File: src/rtl/ee_poll_monitor.sv
// ee_poll_monitor: completion stage after a JEDEC page write on the DIP32 bottomhalf.
// It issues timed #CE/#OE read cycles to the target device and polls DQ6 (toggle bit)
// or DQ7 (DATA#, plus a full-byte confirm read) until the internal program cycle ends.
// It reports done / timeout / verify_err as sticky flags.
// DQ is never driven here; the enclosing module keeps the bus tri-stated while busy.
module ee_poll_monitor #(
  parameter int RD_CYCLES      = 3,
  parameter int GAP_CYCLES     = 2,
  parameter int TIMEOUT_CYCLES = 240000
) (
  input  logic        osc,
  input  logic        rst_n,
  input  logic        start,
  input  logic        abort,
  input  logic        mode,
  input  logic [7:0]  expected,
  input  logic [7:0]  dut_dq,
  output logic        dut_ce_n,
  output logic        dut_oe_n,
  output logic        busy,
  output logic        done,
  output logic        timeout,
  output logic        verify_err,
  output logic [7:0]  last_dq,
  output logic [15:0] poll_count
);

  localparam logic [17:0] TMO_LOAD = 18'(TIMEOUT_CYCLES - 1);
  localparam logic [7:0]  RD_LAST  = 8'(RD_CYCLES - 1);
  localparam logic [7:0]  GAP_LAST = 8'(GAP_CYCLES - 1);

  typedef enum logic [2:0] {
    IDLE,
    SETUP,
    OE_LOW,
    GAP,
    EVAL,
    COMPLETE
  } state_t;

  state_t      state;
  logic [17:0] tmo_cnt;
  logic [7:0]  phase;
  logic        first_read;
  logic        confirming;
  logic        prev_dq6;
  logic        err_pending;

  // Poll sequencer. Priority while busy is abort, then completion, then timeout, then the read loop.
  always_ff @(posedge osc or negedge rst_n) begin
    if (!rst_n) begin
      state       <= IDLE;
      dut_ce_n    <= 1'b1;
      dut_oe_n    <= 1'b1;
      busy        <= 1'b0;
      done        <= 1'b0;
      timeout     <= 1'b0;
      verify_err  <= 1'b0;
      last_dq     <= '0;
      poll_count  <= '0;
      tmo_cnt     <= '0;
      phase       <= '0;
      first_read  <= 1'b0;
      confirming  <= 1'b0;
      prev_dq6    <= 1'b0;
      err_pending <= 1'b0;
    end else if (state == IDLE) begin
      if (start && !abort) begin
        done        <= 1'b0;
        timeout     <= 1'b0;
        verify_err  <= 1'b0;
        poll_count  <= '0;
        tmo_cnt     <= TMO_LOAD;
        busy        <= 1'b1;
        dut_ce_n    <= 1'b0;
        dut_oe_n    <= 1'b1;
        phase       <= '0;
        first_read  <= 1'b1;
        confirming  <= 1'b0;
        prev_dq6    <= 1'b0;
        err_pending <= 1'b0;
        state       <= SETUP;
      end
    end else begin
      if (tmo_cnt != '0) begin
        tmo_cnt <= tmo_cnt - 18'd1;
      end
      if (abort) begin
        state    <= IDLE;
        busy     <= 1'b0;
        dut_ce_n <= 1'b1;
        dut_oe_n <= 1'b1;
      end else if (state == COMPLETE) begin
        done       <= 1'b1;
        verify_err <= err_pending;
        busy       <= 1'b0;
        dut_ce_n   <= 1'b1;
        dut_oe_n   <= 1'b1;
        state      <= IDLE;
      end else if (tmo_cnt == '0) begin
        timeout  <= 1'b1;
        busy     <= 1'b0;
        dut_ce_n <= 1'b1;
        dut_oe_n <= 1'b1;
        state    <= IDLE;
      end else begin
        case (state)
          SETUP: begin
            dut_oe_n <= 1'b0;
            phase    <= '0;
            state    <= OE_LOW;
          end
          OE_LOW: begin
            if (phase == RD_LAST) begin
              last_dq  <= dut_dq;
              dut_oe_n <= 1'b1;
              phase    <= '0;
              state    <= GAP;
              if (poll_count != 16'hFFFF) begin
                poll_count <= poll_count + 16'd1;
              end
            end else begin
              phase <= phase + 8'd1;
            end
          end
          GAP: begin
            if (phase == GAP_LAST) begin
              phase <= '0;
              state <= EVAL;
            end else begin
              phase <= phase + 8'd1;
            end
          end
          EVAL: begin
            if (confirming) begin
              err_pending <= (last_dq != expected);
              state       <= COMPLETE;
            end else if (!mode) begin
              if (first_read) begin
                first_read <= 1'b0;
                prev_dq6   <= last_dq[6];
                dut_oe_n   <= 1'b0;
                state      <= OE_LOW;
              end else if (last_dq[6] == prev_dq6) begin
                state <= COMPLETE;
              end else begin
                prev_dq6 <= last_dq[6];
                dut_oe_n <= 1'b0;
                state    <= OE_LOW;
              end
            end else if (last_dq[7] != expected[7]) begin
              dut_oe_n <= 1'b0;
              state    <= OE_LOW;
            end else begin
              confirming <= 1'b1;
              dut_oe_n   <= 1'b0;
              state      <= OE_LOW;
            end
          end
          default: begin
            busy     <= 1'b0;
            dut_ce_n <= 1'b1;
            dut_oe_n <= 1'b1;
            state    <= IDLE;
          end
        endcase
      end
    end
  end

endmodule

File: config.mk
export PLATFORM = sky130hd
export DESIGN_NAME = ee_poll_monitor
export DESIGN_NICKNAME = d
export VERILOG_FILES = /design/src/rtl/ee_poll_monitor.sv
export SDC_FILE = /design/constraint.sdc
export NUM_CORES = 1
export LEC_CHECK = 0
export ABC_AREA = 1
export CAP_MARGIN = 20
export CORE_MARGIN = 1.5
export CORE_UTILIZATION = 30
export CTS_CLUSTER_DIAMETER = 50
export DETAILED_ROUTE_END_ITERATION = 16
export PLACE_DENSITY = 0.49
export SYNTH_ARGS = -nofsm -noshare
export SYNTH_HDL_FRONTEND = slang
export SYNTH_SLANG_ARGS = --single-unit
File: constraint.sdc
create_clock -name osc -period 1.6 [get_ports osc]
set_input_delay 0.32 -clock osc [delete_from_list [all_inputs] [get_ports osc]]
set_output_delay 0.32 -clock osc [all_outputs]
set_load 0.05 [all_outputs]
==> impl_metrics.yaml, run 1 <==
yosys:
  synth_area_sq_um: 3900
  synth-edff-count: 0
  synth_cells: 547
  syn_avg_cell_area_sq_um: 7.13
  async_flop_share: 1.00
  synth_fp_nets: 574
  synthTopCellsByArea: "dfrtp_1, nand2_1, nor2_1, nand3_1, inv_1"
  synth_top_area_share: 0.391
  ys.flop_type: "dfrtp_1"
  synth_cell_types: 35
  synth_common_cells: "nand2_1, nor2_1, dfrtp_1"
  synthMostInstantiatedCell: "nand2_1"
  synth.largest_area_cell: "dfrtp_1"
  yosysWarnings: 0
  ys_ff_latch: 63
  synth-seq-area-share: 0.405
layout:
  multi_input_area_sq_um: 2290
  drive_gt1_frac: 0.346
  regArea_sq_um: 1600
  fill_cells: 1243
  finalInstanceArea_sq_um: 6320
  syn_to_final_growth_pct: 61.9
  n_antenna_cell: 0
  nets: 735
  fin_util: 0.499
  instances_no_fill: 885
critical_path:
  crit_end: "phase[5]$_DFFE_PN0P_"
  startpoint: "tmo_cnt[0]$_DFFE_PN0P_"
  worstPathRequired_ps: 1830
  crit_arrival_ps: 1890
  worstReg2RegStart: "tmo_cnt[0]$_DFFE_PN0P_"
  worst-path-max-fanout: 5
  path_class: "reg2reg"
  reg2reg_to: "phase[5]$_DFFE_PN0P_"
  endpoint_kind: "flop"
  ff2ff_path_depth: 9
  startpoint_type: "flop"
  r2r_slack_ps: -70
drt:
  wl_um: 11200
  first_iter_violations: 123
  vias: 4067
  drc: 0
  wire_per_inst_um: 12.7
  antenna_left: 0
  via_per_inst: 4.60
  drt_pre_antenna_iters: 4
status:
  violations: "hold timing, setup timing"
  run_status: "complete, but fails checks"
grt:
  antenna_found_initial: 0
  gr-total-overflow: 0
  grt_pass1_wl_um: 19100
  grt_util_all_layers: 0.181
  first_global_vias: 4037
  grt_max_degree: 64
clock_network:
  cts.clk_slew.worst_paths_ps: 50
  ctsHoldBuffers: 0
  ctsRootBufferMaster: "clkbuf_16"
  clock_latency_ps: 340
  cts_tree: "built"
  cts.sinks: 63
  cts_buffers: 9
  htreeDepth: 3
  clock_tree.buffer_depth: 2
power_and_ir_drop:
  p_clk_frac: 0.249
  seqPwrFrac: 0.286
  total_leakage_power_nw: 2.91
  power.internal_mw: 4.55
  pwr-share-comb: 0.465
  p_sw_frac: 0.386
  power.switching_mw: 2.86
  power_density_nw_per_um2: 1170
  ir_drop_v: 0.000449
timing:
  whs_ps: -6.12
  fmax_mhz: 600
  layout_setup_ws_ps: -65.5
  grt_setup_unrepaired: "yes"
  slew_viol_final: 0
  slew_headroom: 0.686
  fin_crit_sh: 1.04
  setup_tns_ps: -1110
  tightest_slew_ps: 468
  period_needed_ps: 1670
  hold_viol: 7
  finalSetupViolCount: 37
  clock_skew_ps: 4.35
floorplanning:
  fp.dieH_um: 117
  core_sq_um: 12700
  chipWidth_um: 117
  row_count: 41
  ioPinCount: 51
  initial_utilization: 0.308
  die_area_sq_um: 13700
placed_design:
  dp.cells: 857
  place_congestion: 0.875
  io_buffer_count: 50
  placed_cell_area_sq_um: 5670
  hpwlAfterDp_um: 8200
run:
  max_cap_violations: 0
hold_path:
  hold_path.class: "in2async"
[registers in the layout, indices dropped and copies added, names as in the netlist, 3 cells and up]
| register | cells |
|---|---|
| phase | 8 |
| tmo_cnt | 18 |
| poll_count | 16 |
| last_dq | 8 |
| state | 3 |
[stage by stage]
step / total power, mW / setup slack (ps) / hold slack, ps
after detailed placement: 5.08 / -188 / 366
after global routing: 7.94 / -147 / 29.9
after CTS: 7.23 / -67.8 / 6.84
after floorplan: 3.64 / -141 / 24.4
final: 7.42 / -65.5 / -6.12
after global placement: 5.07 / -183 / 370
[layout make-up]
type | count | area share
tap | 172 | 0.0341
multi-input combinational | 411 | 0.363
timing repair buffer | 157 | 0.266
sequential | 63 | 0.253
inverter | 66 | 0.0404
clock inverter | 4 | 0.00317
clock buffer | 12 | 0.0406
[critical path: stages, from the launching register on]
cell and delay (ps):
dfrtp_1 380, inv_2 110, ha_4 160, nand3_4 60, nor2_4 160, buf_6 110
nand4_1 140, nand2_2 200, nor2_2 60, o21a_1 160
[how the worst min path moves through the flow]
stage / to / from / slack (ps) / cells past startpoint
2_1_floorplan: busy$_DFFE_PN0P_ / rst_n / 20 / 0
3_3_place_gp: phase[6]$_DFFE_PN0P_ / rst_n / 370 / 2
3_5_place_dp: phase[5]$_DFFE_PN0P_ / rst_n / 370 / 2
4_1_cts: phase[5]$_DFFE_PN0P_ / rst_n / 7 / 2
5_1_grt: phase[3]$_DFFE_PN0P_ / rst_n / 30 / 2
6_report: phase[5]$_DFFE_PN0P_ / rst_n / -6 / 2
[per-layer routing]
metal | GRT usage | routed length [um] | up-vias
met1 | 0.238 | 5220 | 1877
met5 | 0 | 0 | -
met2 | 0.296 | 5360 | 85
met3 | 0.0304 | 408 | 14
met4 | 0.0755 | 238 | 0
li1 | - | - | 2091
[power by group through the flow]
stage / sequential, mW / combinational, mW / clock (mW)
floorplan: 2.22 / 1.42 / 0
global placement: 2.12 / 2.95 / 0
detailed placement: 2.11 / 2.97 / 0
CTS: 2.12 / 3.22 / 1.89
global route: 2.16 / 3.79 / 1.98
finish: 2.12 / 3.45 / 1.85
[placed cells by master, fill, tap and decap left out, drive strengths merged]
master / count
nand3: 48
inv: 66
ha: 6
dfstp: 2
a21oi: 12
nor3: 13
clkdlybuf4s50: 19
o21ai: 44
a21o: 1
o21a: 1
buf: 137
o211ai: 2
xnor2: 5
a31oi: 1
clkbuf: 13
nand2: 156
o21bai: 1
dfrtp: 61
nor2: 78
nand3b: 2
xor2: 20
o22ai: 3
nand4: 17
a22oi: 1
clkinv: 4
[logic make-up after synthesis]
kind of cell / Yosys count / synth area share
simple gates: 312 / 0.349
buf+inv: 75 / 0.0783
compound gates: 66 / 0.0927
flops: 63 / 0.405
xor+xnor: 25 / 0.0561
fa+ha+maj: 6 / 0.0192
[what timing repair did]
item                                    4_1_cts  5_1_grt
resized for setup                            40       49
gates cloned                                  1        2
pin swaps                                    14       12
endpoints found under the setup margin       49       61
buffers inserted                              6        4
Note: power is estimated with default switching activity, not from simulation.
==> inputs of run 2 (changes only) <==
PLACE_DENSITY = 0.48   (was 0.49)
clock period = 1.7 ns   (was 1.6 ns; I/O delays follow)
==> impl_metrics.yaml, run 2 (synthesis results as in run 1) <==
status:
  run_status: "finished clean"
layout:
  drive_gt1_frac: 0.281
  final_common_cell: "nand2_1"
  regArea_sq_um: 1600
  n_antenna_cell: 0
  fin_util: 0.448
  multi_input_area_sq_um: 2200
  final_cell_mix: "nand2_1, buf_4, nor2_1"
  nets: 702
  fill_cells: 1301
  largest_registers: "tmo_cnt (18), poll_count (16)"
  instances_no_fill: 852
  syn_to_final_growth_pct: 45.6
  top_register: "tmo_cnt"
  largest_register_ffs: 18
grt:
  grt_max_degree: 64
  gr-total-overflow: 0
  grt_pass1_wl_um: 18200
  antenna_found_initial: 0
  first_global_vias: 3792
  grt_util_all_layers: 0.173
power_and_ir_drop:
  pwr-share-comb: 0.425
  power.internal_mw: 4.19
  power_density_nw_per_um2: 1190
  p_clk_frac: 0.285
  p_sw_frac: 0.381
  total_leakage_power_nw: 2.67
  power.switching_mw: 2.58
  ir_drop_v: 0.000509
  seqPwrFrac: 0.290
critical_path:
  worst-path-max-fanout: 10
  cpLargestDelayFamily: "simple AND/OR/NAND/NOR gates"
  startpoint_type: "flop"
  cp_cell_sequence: "inv_2, ha_4, nand3_4, nor2_4, nand3_1, nand3_2, buf_12, nor2_1, nand2_1, o21ai_1"
  crit_arrival_ps: 1930
  path_class: "reg2reg"
  slowest_stage: "dfrtp_1"
  critPathMaxStageDelay_ps: 380
  critPathBufInv: 2
  endpoint_kind: "flop"
  worstPathRequired_ps: 1950
drt:
  wl_um: 11200
  vias: 3904
  antenna_left: 0
  via_per_inst: 4.58
  wire_per_inst_um: 13.1
  drt_pre_antenna_iters: 4
  first_iter_violations: 246
  drc: 0
clock_network:
  cts.clk_slew.worst_paths_ps: 60
  clock_latency_ps: 340
  cts_tree: "built"
  cts.sinks: 63
  cts_buffers: 9
  ctsRootBufferMaster: "clkbuf_16"
  clock_tree.buffer_depth: 2
  htreeDepth: 3
  ctsHoldBuffers: 0
floorplanning:
  chipWidth_um: 117
  die_area_sq_um: 13700
  initial_utilization: 0.308
  row_count: 41
  fp.dieH_um: 117
  ioPinCount: 51
  core_sq_um: 12700
timing:
  whs_ps: 10.1
  fin_crit_sh: 0.989
  grt_setup_unrepaired: "yes"
  tightest_slew_ps: 428
  layout_setup_ws_ps: 19.4
  hold_viol: 0
  period_needed_ps: 1680
  slew_viol_final: 0
  slew_headroom: 0.712
  fmax_mhz: 595
  clock_skew_ps: 6.75
  finalSetupViolCount: 0
placed_design:
  hpwlAfterDp_um: 8200
  io_buffer_count: 50
  pre_cts_ws_ps: -130
  dp.cells: 832
  place_congestion: 0.848
hold_path:
  hold_path.class: "in2async"
run:
  max_cap_violations: 0
[run 2: final timing paths]
kind / slack (ps) / endpoint / start / depth (start not counted)
max in group asynchronous: 1360 / poll_count[2]$_DFFE_PN0P_ / rst_n / 2
worst max-delay path: 20 / state[1]$_DFFE_PN0P_ / tmo_cnt[0]$_DFFE_PN0P_ / 10
worst max register to register: 20 / state[1]$_DFFE_PN0P_ / tmo_cnt[0]$_DFFE_PN0P_ / 10
worst min-delay path: 10 / phase[5]$_DFFE_PN0P_ / rst_n / 2
worst min register to register: 480 / busy$_DFFE_PN0P_ / busy$_DFFE_PN0P_ / 2
min in group osc: 480 / busy$_DFFE_PN0P_ / busy$_DFFE_PN0P_ / 2
[run 2: layer usage]
layer / vias to the layer above / track usage / routed length (um)
met2: 70 / 0.288 / 5470
met4: 0 / 0.0410 / 115
met3: 12 / 0.0510 / 480
met5: - / 0 / 0
li1: 2023 / - / -
met1: 1799 / 0.221 / 5090
[run 2: power by group through the flow]
stage          registers, mW  logic (mW)  clock network, mW
4_1_cts                 1.94        2.69               1.98
6_report                1.97        2.87               1.93
3_3_place_gp            1.96        2.63                  0
5_1_grt                 1.99        3.19               2.03
3_5_place_dp            1.96        2.65                  0
2_1_floorplan           2.09        1.31                  0
[run 2: what timing repair did]
action	CTS	global route
setup endpoints to repair	23	59
setup buffers	3	1
gates cloned	0	1
pin swaps	3	11
resized for setup	5	53
[run 2: layout make-up]
class,instances,area share
Clock inverter,3,0.00705
Tap cell,172,0.0379
Multi-Input combinational cell,410,0.387
Inverter,66,0.0445
Clock buffer,13,0.0476
Timing Repair Buffer,125,0.195
Sequential cell,63,0.281
[run 2: per-stage QoR]
stage | total power [mW] | TNS [ps] | cell area [sq um]
final | 6.77 | 0 | 5680
after CTS | 6.62 | -27.9 | 5510
after global placement | 4.60 | -3340 | 5150
after floorplan | 3.40 | -395 | 3940
after global routing | 7.22 | -1840 | 5680
after detailed placement | 4.61 | -3450 | 5150
==> inputs of run 3 (changes only) <==
--- a/config.mk
+++ b/config.mk
@@ -12,6 +12,7 @@
 export CTS_CLUSTER_DIAMETER = 50
 export DETAILED_ROUTE_END_ITERATION = 16
-export PLACE_DENSITY = 0.48
+export PLACE_DENSITY = 0.49
 export SYNTH_ARGS = -nofsm -noshare
 export SYNTH_HDL_FRONTEND = slang
 export SYNTH_SLANG_ARGS = --single-unit
+export TNS_END_PERCENT = 20
==> constraint.sdc (replaced) <==
create_clock -name osc -period 1.41 [get_ports osc]
set_input_delay 0.3525 -clock osc [delete_from_list [all_inputs] [get_ports osc]]
set_output_delay 0.3525 -clock osc [all_outputs]
set_load 0.05 [all_outputs]
==> impl_metrics.yaml, run 3 (synthesis results as in run 1) <==
clock_network:
  ctsRootBufferMaster: "clkbuf_16"
  clock_latency_ps: 350
  cts.clk_slew.worst_paths_ps: 60
  clock_tree.buffer_depth: 2
  htreeDepth: 3
  cts_buffers: 9
  cts_tree: "built"
  cts.sinks: 63
timing:
  slew_viol_final: 0
  period_needed_ps: 1700
  finalSetupViolCount: 64
  fin_crit_sh: 1.21
  hold_viol: 0
  fmax_mhz: 587
  clock_skew_ps: 7.68
  tightest_slew_ps: 441
  layout_setup_ws_ps: -294
  slew_headroom: 0.704
  grt_setup_unrepaired: "yes"
power_and_ir_drop:
  power_density_nw_per_um2: 1380
  ir_drop_v: 0.000620
  total_leakage_power_nw: 3.09
layout:
  syn_to_final_growth_pct: 68.7
  top_register: "tmo_cnt"
  largest_register_ffs: 18
  nets: 757
  drive_gt1_frac: 0.362
  finalInstanceArea_sq_um: 6580
  final_common_cell: "nand2_1"
  largest_registers: "tmo_cnt (18), poll_count (16)"
  final_cell_mix: "nand2_1, buf_4, nor2_1"
  n_antenna_cell: 0
floorplanning:
  initial_utilization: 0.308
  row_count: 41
  fp.dieH_um: 117
  core_sq_um: 12700
  chipWidth_um: 117
  die_area_sq_um: 13700
  ioPinCount: 51
critical_path:
  worstReg2RegStart: "tmo_cnt[13]$_DFFE_PN0P_"
  path_class: "reg2reg"
  ff2ff_path_depth: 9
  endpoint_kind: "flop"
  worstPathRequired_ps: 1650
  r2r_slack_ps: -290
  startpoint_type: "flop"
  crit_arrival_ps: 1940
  worst-path-max-fanout: 16
  reg2reg_to: "poll_count[12]$_DFFE_PN0P_"
run:
  max_cap_violations: 0
status:
  run_status: "complete, but fails checks"
  violations: "setup timing"
drt:
  vias: 4188
  drc: 0
  first_iter_violations: 180
  antenna_left: 0
  drt_pre_antenna_iters: 4
  via_per_inst: 4.62
  wl_um: 11800
  wire_per_inst_um: 13.0
grt:
  antenna_found_initial: 0
  grt_pass1_wl_um: 19600
  first_global_vias: 4234
  grt_util_all_layers: 0.186
  grt_max_degree: 64
  gr-total-overflow: 0
placed_design:
  pre_cts_ws_ps: -515
  hpwlAfterDp_um: 8640
  io_buffer_count: 50
  place_congestion: 0.863
  placed_cell_area_sq_um: 5850
hold_path:
  hold_path.class: "in2async"
[run 3: cell types whose count changed in the layout (fill, tap and decap cells not counted), moves of 3 or more]
cell,before,now
buf_12,9,35
buf_4,93,108
buf_6,3,16
inv_1,57,54
inv_2,7,10
nand2_1,145,134
nand2_2,5,13
nand2_4,5,8
o21ai_0,26,18
o21ai_2,3,10
[run 3: power by group]
group / total, mW / internal (mW) / switching (mW)
Combinational: 4.21 / 1.89 / 2.32
Clock: 2.50 / 1.64 / 0.862
Sequential: 2.38 / 2.13 / 0.258
[run 3: per-layer routing]
metal,wire (um),vias to the layer above,track usage
met4,234,0,0.0795
met1,5230,1959,0.230
met2,5880,78,0.321
li1,-,2135,-
met5,0,-,0
met3,451,16,0.0314
[run 3: how the worst max path moves through the flow]
| stage | startpoint | slack [ps] | end | cells past startpoint |
|---|---|---|---|---|
| after floorplan | poll_count[1]$_DFFE_PN0P_ | -330 | poll_count[12]$_DFFE_PN0P_ | 12 |
| after global placement | abort | -490 | tmo_cnt[3]$_DFFE_PN0P_ | 8 |
| after detailed placement | abort | -510 | tmo_cnt[3]$_DFFE_PN0P_ | 8 |
| after CTS | tmo_cnt[0]$_DFFE_PN0P_ | -260 | tmo_cnt[11]$_DFFE_PN0P_ | 10 |
| after global routing | tmo_cnt[1]$_DFFE_PN0P_ | -370 | poll_count[13]$_DFFE_PN0P_ | 10 |
| final | tmo_cnt[13]$_DFFE_PN0P_ | -290 | poll_count[12]$_DFFE_PN0P_ | 9 |
[run 3: metrics by stage]
stage | power [mW] | std cells | TNS (ps) | hold WS, ps | utilization
6_report | 9.09 | 907 | -12200 | 17.4 | 0.520
5_1_grt | 9.63 | 907 | -18110 | 58.9 | 0.520
4_1_cts | 8.71 | 899 | -11300 | 39.8 | 0.499
3_5_place_dp | 5.92 | 883 | -22750 | 404 | 0.462
3_3_place_gp | 5.86 | 883 | -20350 | 399 | 0.462
2_1_floorplan | 4.09 | 547 | -11240 | 56.9 | -
[run 3: timing repair]
item / 4_1_cts / 5_1_grt
pin swaps: 7 / 13
setup buffers: 0 / 6
resized for setup: 54 / 55
gates cloned: 0 / 2
hold buffers: 0 / 0
endpoints found under the hold margin: 0 / 0
endpoints found under the setup margin: 72 / 73
[run 3: critical path, stage by stage, from the launching register on]
cell and delay, ps:
dfrtp_1 440, nor2_4 130, nand2_2 80, nor2_4 150, nand4_1 240, nand2_1 190, inv_4 80, buf_12 150
nand3_1 90, nand2_1 50
[run 3: layout make-up]
type / instances / area, sq um
inverter: 66 / 258
clock inverter: 5 / 80.1
clock buffer: 11 / 253
timing repair buffer: 180 / 1900
sequential: 63 / 1600
fill: 1218 / 6090
tap: 172 / 215
multi-input combinational: 410 / 2280
